**config.mk**
```make
export PLATFORM = sky130hd
export DESIGN_NAME = sev_seg_scan_flat
export DESIGN_NICKNAME = d
export VERILOG_FILES = /design/src/rtl/sev_seg_scan_pkg.sv /design/src/rtl/sev_seg_scan_if.sv /design/src/rtl/sev_seg_scan_bin2bcd.sv /design/src/rtl/sev_seg_scan.sv /design/src/flat_wrapper.sv
export SDC_FILE = /design/constraint.sdc
export NUM_CORES = 1
export LEC_CHECK = 0
export CORE_MARGIN = 10
export CORE_UTILIZATION = 58
export DETAILED_ROUTE_END_ITERATION = 16
export HOLD_SLACK_MARGIN = 0.06
export PLACE_DENSITY = 0.81
export SYNTH_ARGS = -nofsm -noshare
export SYNTH_HDL_FRONTEND = slang
export SYNTH_SLANG_ARGS = --single-unit
```
**constraint.sdc**
```tcl
create_clock -name clk -period 3.8 [get_ports clk]
set_clock_uncertainty 0.05 [all_clocks]
set_input_delay 0.76 -clock clk [delete_from_list [all_inputs] [get_ports clk]]
set_output_delay 0.76 -clock clk [all_outputs]
set_load 0.02 [all_outputs]
```
**src/rtl/sev_seg_scan_pkg.sv**
```systemverilog
// sev_seg_pkg: shared segment encoding, range-limit helpers and converter state for sev_seg_scan
package sev_seg_pkg;
  typedef enum logic [0:0] {ST_IDLE = 1'b0, ST_CONV = 1'b1} conv_state_t;
  localparam logic [6:0] SEG_BLANK = 7'b1111111;
  localparam logic [6:0] SEG_TAB [16] = '{
    7'b1000000, 7'b1111001, 7'b0100100, 7'b0110000,
    7'b0011001, 7'b0010010, 7'b0000010, 7'b1111000,
    7'b0000000, 7'b0011000, 7'b0001000, 7'b0000011,
    7'b1000110, 7'b0100001, 7'b0000110, 7'b0001110
  };
  function automatic logic [6:0] seg7(input logic [3:0] d);
    return SEG_TAB[d];
  endfunction
  function automatic logic [63:0] pow10(input int n);
    logic [63:0] p;
    p = 64'd1;
    for (int i = 0; i < n; i++) p = p * 64'd10;
    return p;
  endfunction
  function automatic logic [63:0] pow16(input int n);
    return 64'd1 << (4 * n);
  endfunction
endpackage

```
**src/rtl/sev_seg_scan_if.sv**
```systemverilog
// sev_seg_scan_if: load request and display outputs of sev_seg_scan
// master drives strobe/num/hex and reads busy/ovf/LEDs/sel; slave is the driver side
interface sev_seg_scan_if #(parameter int W = 16, parameter int SELW = 3);
  logic            strobe;
  logic [W-1:0]    num;
  logic            hex;
  logic            busy;
  logic            ovf;
  logic [6:0]      LEDs;
  logic [SELW-1:0] sel;
  modport master (output strobe, num, hex, input busy, ovf, LEDs, sel);
  modport slave  (input strobe, num, hex, output busy, ovf, LEDs, sel);
endinterface

```
**src/rtl/sev_seg_scan_bin2bcd.sv**
```systemverilog
// bin2bcd: sequential double-dabble, one shift per cycle, W cycles per conversion
// ports: clk, reset (async active-low), i_start, i_bin, o_busy, o_done (last shift cycle),
//        o_bcd (digits after the shift happening this cycle), o_carry (bit shifted out of the top digit)
module bin2bcd
  import sev_seg_pkg::*;
#(
  parameter int W    = 16,
  parameter int NDIG = 4
) (
  input  logic              clk,
  input  logic              reset,
  input  logic              i_start,
  input  logic [W-1:0]      i_bin,
  output logic              o_busy,
  output logic              o_done,
  output logic [4*NDIG-1:0] o_bcd,
  output logic              o_carry
);
  localparam int CW = $clog2(W);
  conv_state_t       r_state;
  logic [W-1:0]      r_bin;
  logic [4*NDIG-1:0] r_bcd;
  logic [4*NDIG-1:0] w_adj;
  logic [CW-1:0]     r_cnt;
  always_comb begin
    w_adj = r_bcd;
    for (int i = 0; i < NDIG; i++)
      w_adj[4*i +: 4] = r_bcd[4*i +: 4] > 4'd4 ? r_bcd[4*i +: 4] + 4'd3 : r_bcd[4*i +: 4];
  end
  // o_bcd is the post-shift value so the caller can commit on the final shift edge
  assign o_bcd   = {w_adj[4*NDIG-2:0], r_bin[W-1]};
  assign o_carry = w_adj[4*NDIG-1];
  assign o_busy  = r_state == ST_CONV;
  assign o_done  = o_busy && r_cnt == CW'(W - 1);
  always_ff @(posedge clk or negedge reset) begin
    if (!reset) begin
      r_state <= ST_IDLE;
      r_bin   <= '0;
      r_bcd   <= '0;
      r_cnt   <= '0;
    end else if (o_done) begin
      r_state <= ST_IDLE;
    end else if (o_busy) begin
      r_bin   <= r_bin << 1;
      r_bcd   <= o_bcd;
      r_cnt   <= r_cnt + CW'(1);
    end else if (i_start) begin
      r_state <= ST_CONV;
      r_bin   <= i_bin;
      r_bcd   <= '0;
      r_cnt   <= '0;
    end
  end
endmodule

```
**src/rtl/sev_seg_scan.sv**
```systemverilog
// sev_seg_scan: multi-digit seven-segment scan driver with decimal/hex conversion
// ports: clk, reset (async active-low), bus (sev_seg_scan_if.slave: strobe/num/hex in, busy/ovf/LEDs/sel out)
// option: define SEV_SEG_LZB_EN to blank leading zero digits (slot 0 always shown)
module sev_seg_scan
  import sev_seg_pkg::*;
#(
  parameter int NDIG = 4,
  parameter int W    = 16,
  parameter int DIV  = 4,
  parameter int SELW = 3
) (
  input  logic clk,
  input  logic reset,
  sev_seg_scan_if.slave bus
);
  localparam logic [63:0] DEC_MAX = pow10(NDIG) - 64'd1;
  localparam logic [63:0] HEX_LIM = pow16(NDIG);
  localparam int          PW      = DIV > 1 ? $clog2(DIV) : 1;
  logic [PW-1:0]     r_pre;
  logic [SELW-1:0]   r_slot, w_slot_nxt;
  logic [3:0]        r_dig [NDIG];
  logic [3:0]        w_dig_nxt [NDIG];
  logic [3:0]        w_cur;
  logic [6:0]        r_leds, w_seg;
  logic              r_ovf, w_ovf_nxt, r_dec_ovf;
  logic              w_busy, w_done, w_accept, w_tc, w_lz, w_carry;
  logic [4*NDIG-1:0] w_bcd;
  logic [63:0]       w_num;
  assign w_num      = 64'(bus.num);
  assign w_accept   = bus.strobe & ~w_busy;
  assign w_tc       = r_pre == PW'(DIV - 1);
  assign w_slot_nxt = !w_tc ? r_slot : r_slot == SELW'(NDIG - 1) ? '0 : r_slot + SELW'(1);
  bin2bcd #(.W(W), .NDIG(NDIG)) u_bin2bcd (
    .clk     (clk),
    .reset   (reset),
    .i_start (w_accept & ~bus.hex),
    .i_bin   (bus.num),
    .o_busy  (w_busy),
    .o_done  (w_done),
    .o_bcd   (w_bcd),
    .o_carry (w_carry)
  );
  // digits change only on a hex accept or on the final conversion shift
  always_comb begin
    w_ovf_nxt = r_ovf;
    w_dig_nxt = r_dig;
    if (w_accept && bus.hex) begin
      w_ovf_nxt = w_num >= HEX_LIM;
      for (int i = 0; i < NDIG; i++) w_dig_nxt[i] = w_ovf_nxt ? 4'hF : w_num[4*i +: 4];
    end else if (w_done) begin
      w_ovf_nxt = r_dec_ovf | w_carry;
      for (int i = 0; i < NDIG; i++) w_dig_nxt[i] = w_ovf_nxt ? 4'd9 : w_bcd[4*i +: 4];
    end
  end
  always_comb begin
    w_cur = '0;
    for (int i = 0; i < NDIG; i++) if (SELW'(i) == w_slot_nxt) w_cur = w_dig_nxt[i];
  end
`ifdef SEV_SEG_LZB_EN
  // blank when this slot and every slot above it hold zero; overflow digits are never zero
  always_comb begin
    w_lz = w_slot_nxt != '0;
    for (int j = 0; j < NDIG; j++) if (j >= int'(w_slot_nxt) && w_dig_nxt[j] != 4'd0) w_lz = 1'b0;
  end
`else
  assign w_lz = 1'b0;
`endif
  assign w_seg = w_lz ? SEG_BLANK : seg7(w_cur);
  always_ff @(posedge clk or negedge reset) begin
    if (!reset) begin
      r_pre     <= '0;
      r_slot    <= '0;
      r_dig     <= '{default: '0};
      r_ovf     <= 1'b0;
      r_dec_ovf <= 1'b0;
      r_leds    <= 7'b1000000;
    end else begin
      r_pre     <= w_tc ? '0 : r_pre + PW'(1);
      r_slot    <= w_slot_nxt;
      r_dig     <= w_dig_nxt;
      r_ovf     <= w_ovf_nxt;
      r_leds    <= w_seg;
      if (w_accept && !bus.hex) r_dec_ovf <= w_num > DEC_MAX;
    end
  end
  assign bus.busy = w_busy;
  assign bus.ovf  = r_ovf;
  assign bus.LEDs = r_leds;
  assign bus.sel  = r_slot;
endmodule
```
**src/flat_wrapper.sv**
```systemverilog
// flat-port wrapper written by rule: the top's interface ports become plain ports
module sev_seg_scan_flat import sev_seg_pkg::*;
#(
  parameter int NDIG = 4,
  parameter int W    = 16,
  parameter int DIV  = 4,
  parameter int SELW = 3
)
  (clk, reset, bus_strobe, bus_num, bus_hex, bus_busy, bus_ovf, bus_LEDs, bus_sel);
  sev_seg_scan_if #(.W(W), .SELW(SELW)) bus_i ();
  input  logic clk;
  input  logic reset;
  input wire logic [$bits(bus_i.strobe)-1:0] bus_strobe;
  input wire logic [$bits(bus_i.num)-1:0] bus_num;
  input wire logic [$bits(bus_i.hex)-1:0] bus_hex;
  output wire logic [$bits(bus_i.busy)-1:0] bus_busy;
  output wire logic [$bits(bus_i.ovf)-1:0] bus_ovf;
  output wire logic [$bits(bus_i.LEDs)-1:0] bus_LEDs;
  output wire logic [$bits(bus_i.sel)-1:0] bus_sel;
  assign bus_i.strobe = bus_strobe;
  assign bus_i.num = bus_num;
  assign bus_i.hex = bus_hex;
  assign bus_busy = bus_i.busy;
  assign bus_ovf = bus_i.ovf;
  assign bus_LEDs = bus_i.LEDs;
  assign bus_sel = bus_i.sel;
  sev_seg_scan #(.NDIG(NDIG), .W(W), .DIV(DIV), .SELW(SELW)) u_core (.clk(clk), .reset(reset), .bus(bus_i));
endmodule
```
==> impl_metrics.env <==
export IMPL_status="completed"
export IMPL_tns_ns=0
export IMPL_synth_area_mm2=0.00359
export IMPL_reg2reg_from="u_core.u_bin2bcd.r_cnt[0]"
export IMPL_netlist_instances=363
export IMPL_vdd_drop_max_v=0.000490
export IMPL_setup_viol=0
export IMPL_root_buffer="clkbuf_8"
export IMPL_ys_top_cells_by_area="dfrtp_1 46%, mux2i_1 7.2%, o21ai_0 6.1%, ha_1 4.5%, nand3_1 3.2%"
export IMPL_final_cell_mix="66 x dfrtp_1, 44 x o21ai_0, 30 x clkdlybuf4s50_1"
export IMPL_crit_path_start_kind="input port"
export IMPL_crit_arrival_ns=3.54
export IMPL_numCtsBuffers=9
export IMPL_synthArstFlopShare=1.00
export IMPL_critPathRequiredTime_ns=4.00
export IMPL_postCtsSetupRepairBufs=0
export IMPL_overflow=0
export IMPL_synth_cell_types=57
export IMPL_synth_edff_count=0
export IMPL_grt_max_degree=35
export IMPL_swShare=0.410
export IMPL_syn_nets=396
export IMPL_clkPwrFrac=0.169
export IMPL_fp_dieW_um=98.7
export IMPL_clk_latency_ns=0.35
export IMPL_area_growth_synth_to_final_pct=16.3
export IMPL_wl_per_cell_um=17.5
export IMPL_slew_headroom=0.489
export IMPL_synth_avg_cell_area_um2=9.90
export IMPL_final_critical_path_setup_slack_ns=0.468
export IMPL_slew_violations=0
export IMPL_min_path_cells=1
export IMPL_antenna_found_initial=0
export IMPL_period_share=0.877
export IMPL_hold_viol=0
export IMPL_ys_flop_type="dfrtp_1"
export IMPL_grt_pass1_vias=2836
export IMPL_htreeDepth=3
export IMPL_max_cap_violations=0
export IMPL_vias=2854
export IMPL_fmax_mhz=300
export IMPL_ys_seq_area_frac=0.467
export IMPL_seq_area_mm2=0.00168
export IMPL_cts_repair_resized=0
export IMPL_yosysWarnings=0
export IMPL_p_sw_uw=1400
export IMPL_first_pass_iters=4
export IMPL_final_common_cell="dfrtp_1"
export IMPL_p_comb_frac=0.468
export IMPL_wirelength_mm=8.38
export IMPL_hp_class="flop to flop"
export IMPL_hpwl_mm=6.11
export IMPL_diodes=0
export IMPL_rr_worst_depth=11
export IMPL_clockBufferDepth=2
export IMPL_viasPerCell=5.97
export IMPL_ys_ff_latch=67
export IMPL_rows=28
export IMPL_yosysTopAreaCell="dfrtp_1"
export IMPL_crit_path_max_fanout=11
export IMPL_layout_drive_gt1_share=0.114
export IMPL_drcViolationCount=0
export IMPL_synth_top_area_frac=0.460
export IMPL_power_frac_seq=0.363
export IMPL_fp_dieH_um=98.7
export IMPL_place_ws_ns=0.195
export IMPL_cts_hold_buffers=0
export IMPL_rrSetupSlack_ns=0.69
export IMPL_gp_congestion=0.870
export IMPL_multi_input_area_mm2=0.00177
export IMPL_clock_sinks=67
export IMPL_timing_critical_path_to_type="flop"
export IMPL_power_leakage_uw=0.00189
export IMPL_clkSlewWorstSetupHoldPaths_ns=0.07
export IMPL_grt_pass1_wl_mm=14.1
export IMPL_nFillCells=457
export IMPL_grt_total_usage=0.177
export IMPL_dieArea_mm2=0.00974
export IMPL_path_class="input port to flop"
export IMPL_post_route_min_period_ns=3.33
export IMPL_worst_pin_slew_ns=0.765
export IMPL_p_per_area_mw_per_mm2=820
export IMPL_initial_core_util=0.603
export IMPL_nNetsFinal=431
export IMPL_core_mm2=0.00596
export IMPL_hold_end="u_core.r_pre[0]"
export IMPL_port_buffers=31
export IMPL_drtIter0Drc=180
export IMPL_min_delay_start="u_core.r_pre[0]"
export IMPL_internal_power_uw=2020
export IMPL_ios=32
export IMPL_r2r_end="u_core.bus.LEDs[3]"
export IMPL_grt_setup_unrepaired="no"
export IMPL_cts_tree="yes"
export IMPL_ant_nets=0
## flip-flops by register name (all words and copies together), names as in the netlist, 2 cells and up
name	flops
u_core.r_dig	16
u_core.u_bin2bcd.r_bcd	16
u_core.u_bin2bcd.r_bin	16
u_core.bus.LEDs	7
u_core.u_bin2bcd.r_cnt	4
u_core.bus.sel	3
u_core.r_pre	2
## Yosys cell counts (all sizes together), types with 2 or more instances
cell and instances:
a22o 3, nand3 23, mux2i 27, mux2 5, nor2b 7, nand4 4, clkbuf 10, a21o 4
o21ai 51, a31oi 4, or3 4, and2 3, o22ai 4, nand2b 3, buf 6, a22oi 5
xnor2 3, a211oi 2, xor2 2, nor2 21, o31ai 5, a21oi 18, nor3 2, nand2 26
a221oi 2, ha 13, o221ai 2, nor3b 4, inv 20, dfrtp 66
## final cells by class
cell class | count | share of cell area
Clock buffer | 9 | 0.0296
Multi-Input combinational cell | 260 | 0.423
Inverter | 20 | 0.0180
Clock inverter | 7 | 0.0165
Timing Repair Buffer | 40 | 0.0892
Tap cell | 75 | 0.0225
Sequential cell | 67 | 0.402
## worst max path at each step
stage | to | cells past startpoint | startpoint | slack (ns)
finish | u_core.bus.LEDs[3] | 11 | bus_hex | 0.47
global route | u_core.bus.LEDs[3] | 11 | bus_hex | 0.18
CTS | u_core.bus.LEDs[3] | 11 | bus_hex | 0.50
detailed placement | u_core.bus.LEDs[3] | 11 | bus_hex | 0.19
global placement | u_core.bus.LEDs[3] | 11 | bus_hex | 0.26
floorplan | u_core.bus.LEDs[3] | 10 | bus_hex | 0.84
## per-layer routing
metal,track usage,share of wire,vias to the layer above
met1,0.222,0.43,1390
met4,0.0739,0.023,0
li1,-,-,1373
met5,0,0,-
met3,0.0482,0.059,17
met2,0.279,0.48,74
## kinds of logic after synthesis
logic type,Yosys count,synth area share
muxes,32,0.0944
buffers and inverters,36,0.0418
adders and majority gates,13,0.0453
and+or+nand+nor,103,0.154
xor gates and xnor gates,5,0.0122
AOI/OAI and AO/OA,107,0.185
DFF,67,0.467
## power by group through the flow
stage / sequential, uW / combinational [uW] / clock (uW)
global route: 1280 / 1810 / 611
global placement: 1240 / 1530 / 0
floorplan: 1250 / 1150 / 0
detailed placement: 1250 / 1600 / 0
finish: 1240 / 1610 / 579
CTS: 1240 / 1610 / 589
## worst max-delay path, stage by stage
cell and delay, ns:
clkdlybuf4s50_1 0.49, and3b_1 0.35, nor2_1 0.26, a22oi_1 0.12, o21ai_0 0.16, mux2i_1 0.14, o22ai_1 0.22, inv_1 0.11
ha_1 0.35, mux2_2 0.34, a221oi_1 0.22
## stage by stage
stage	total power, uW	util	hold WS (ns)	std cells	area, um^2
finish	3430	0.701	0.381	478	4180
global route	3700	0.701	0.395	478	4180
CTS	3440	0.701	0.385	478	4180
detailed placement	2850	0.669	0.374	462	3990
global placement	2770	0.669	0.363	462	3990
floorplan	2400	-	0.353	363	3590
No activity file was read; power rests on OpenSTA's default activity.
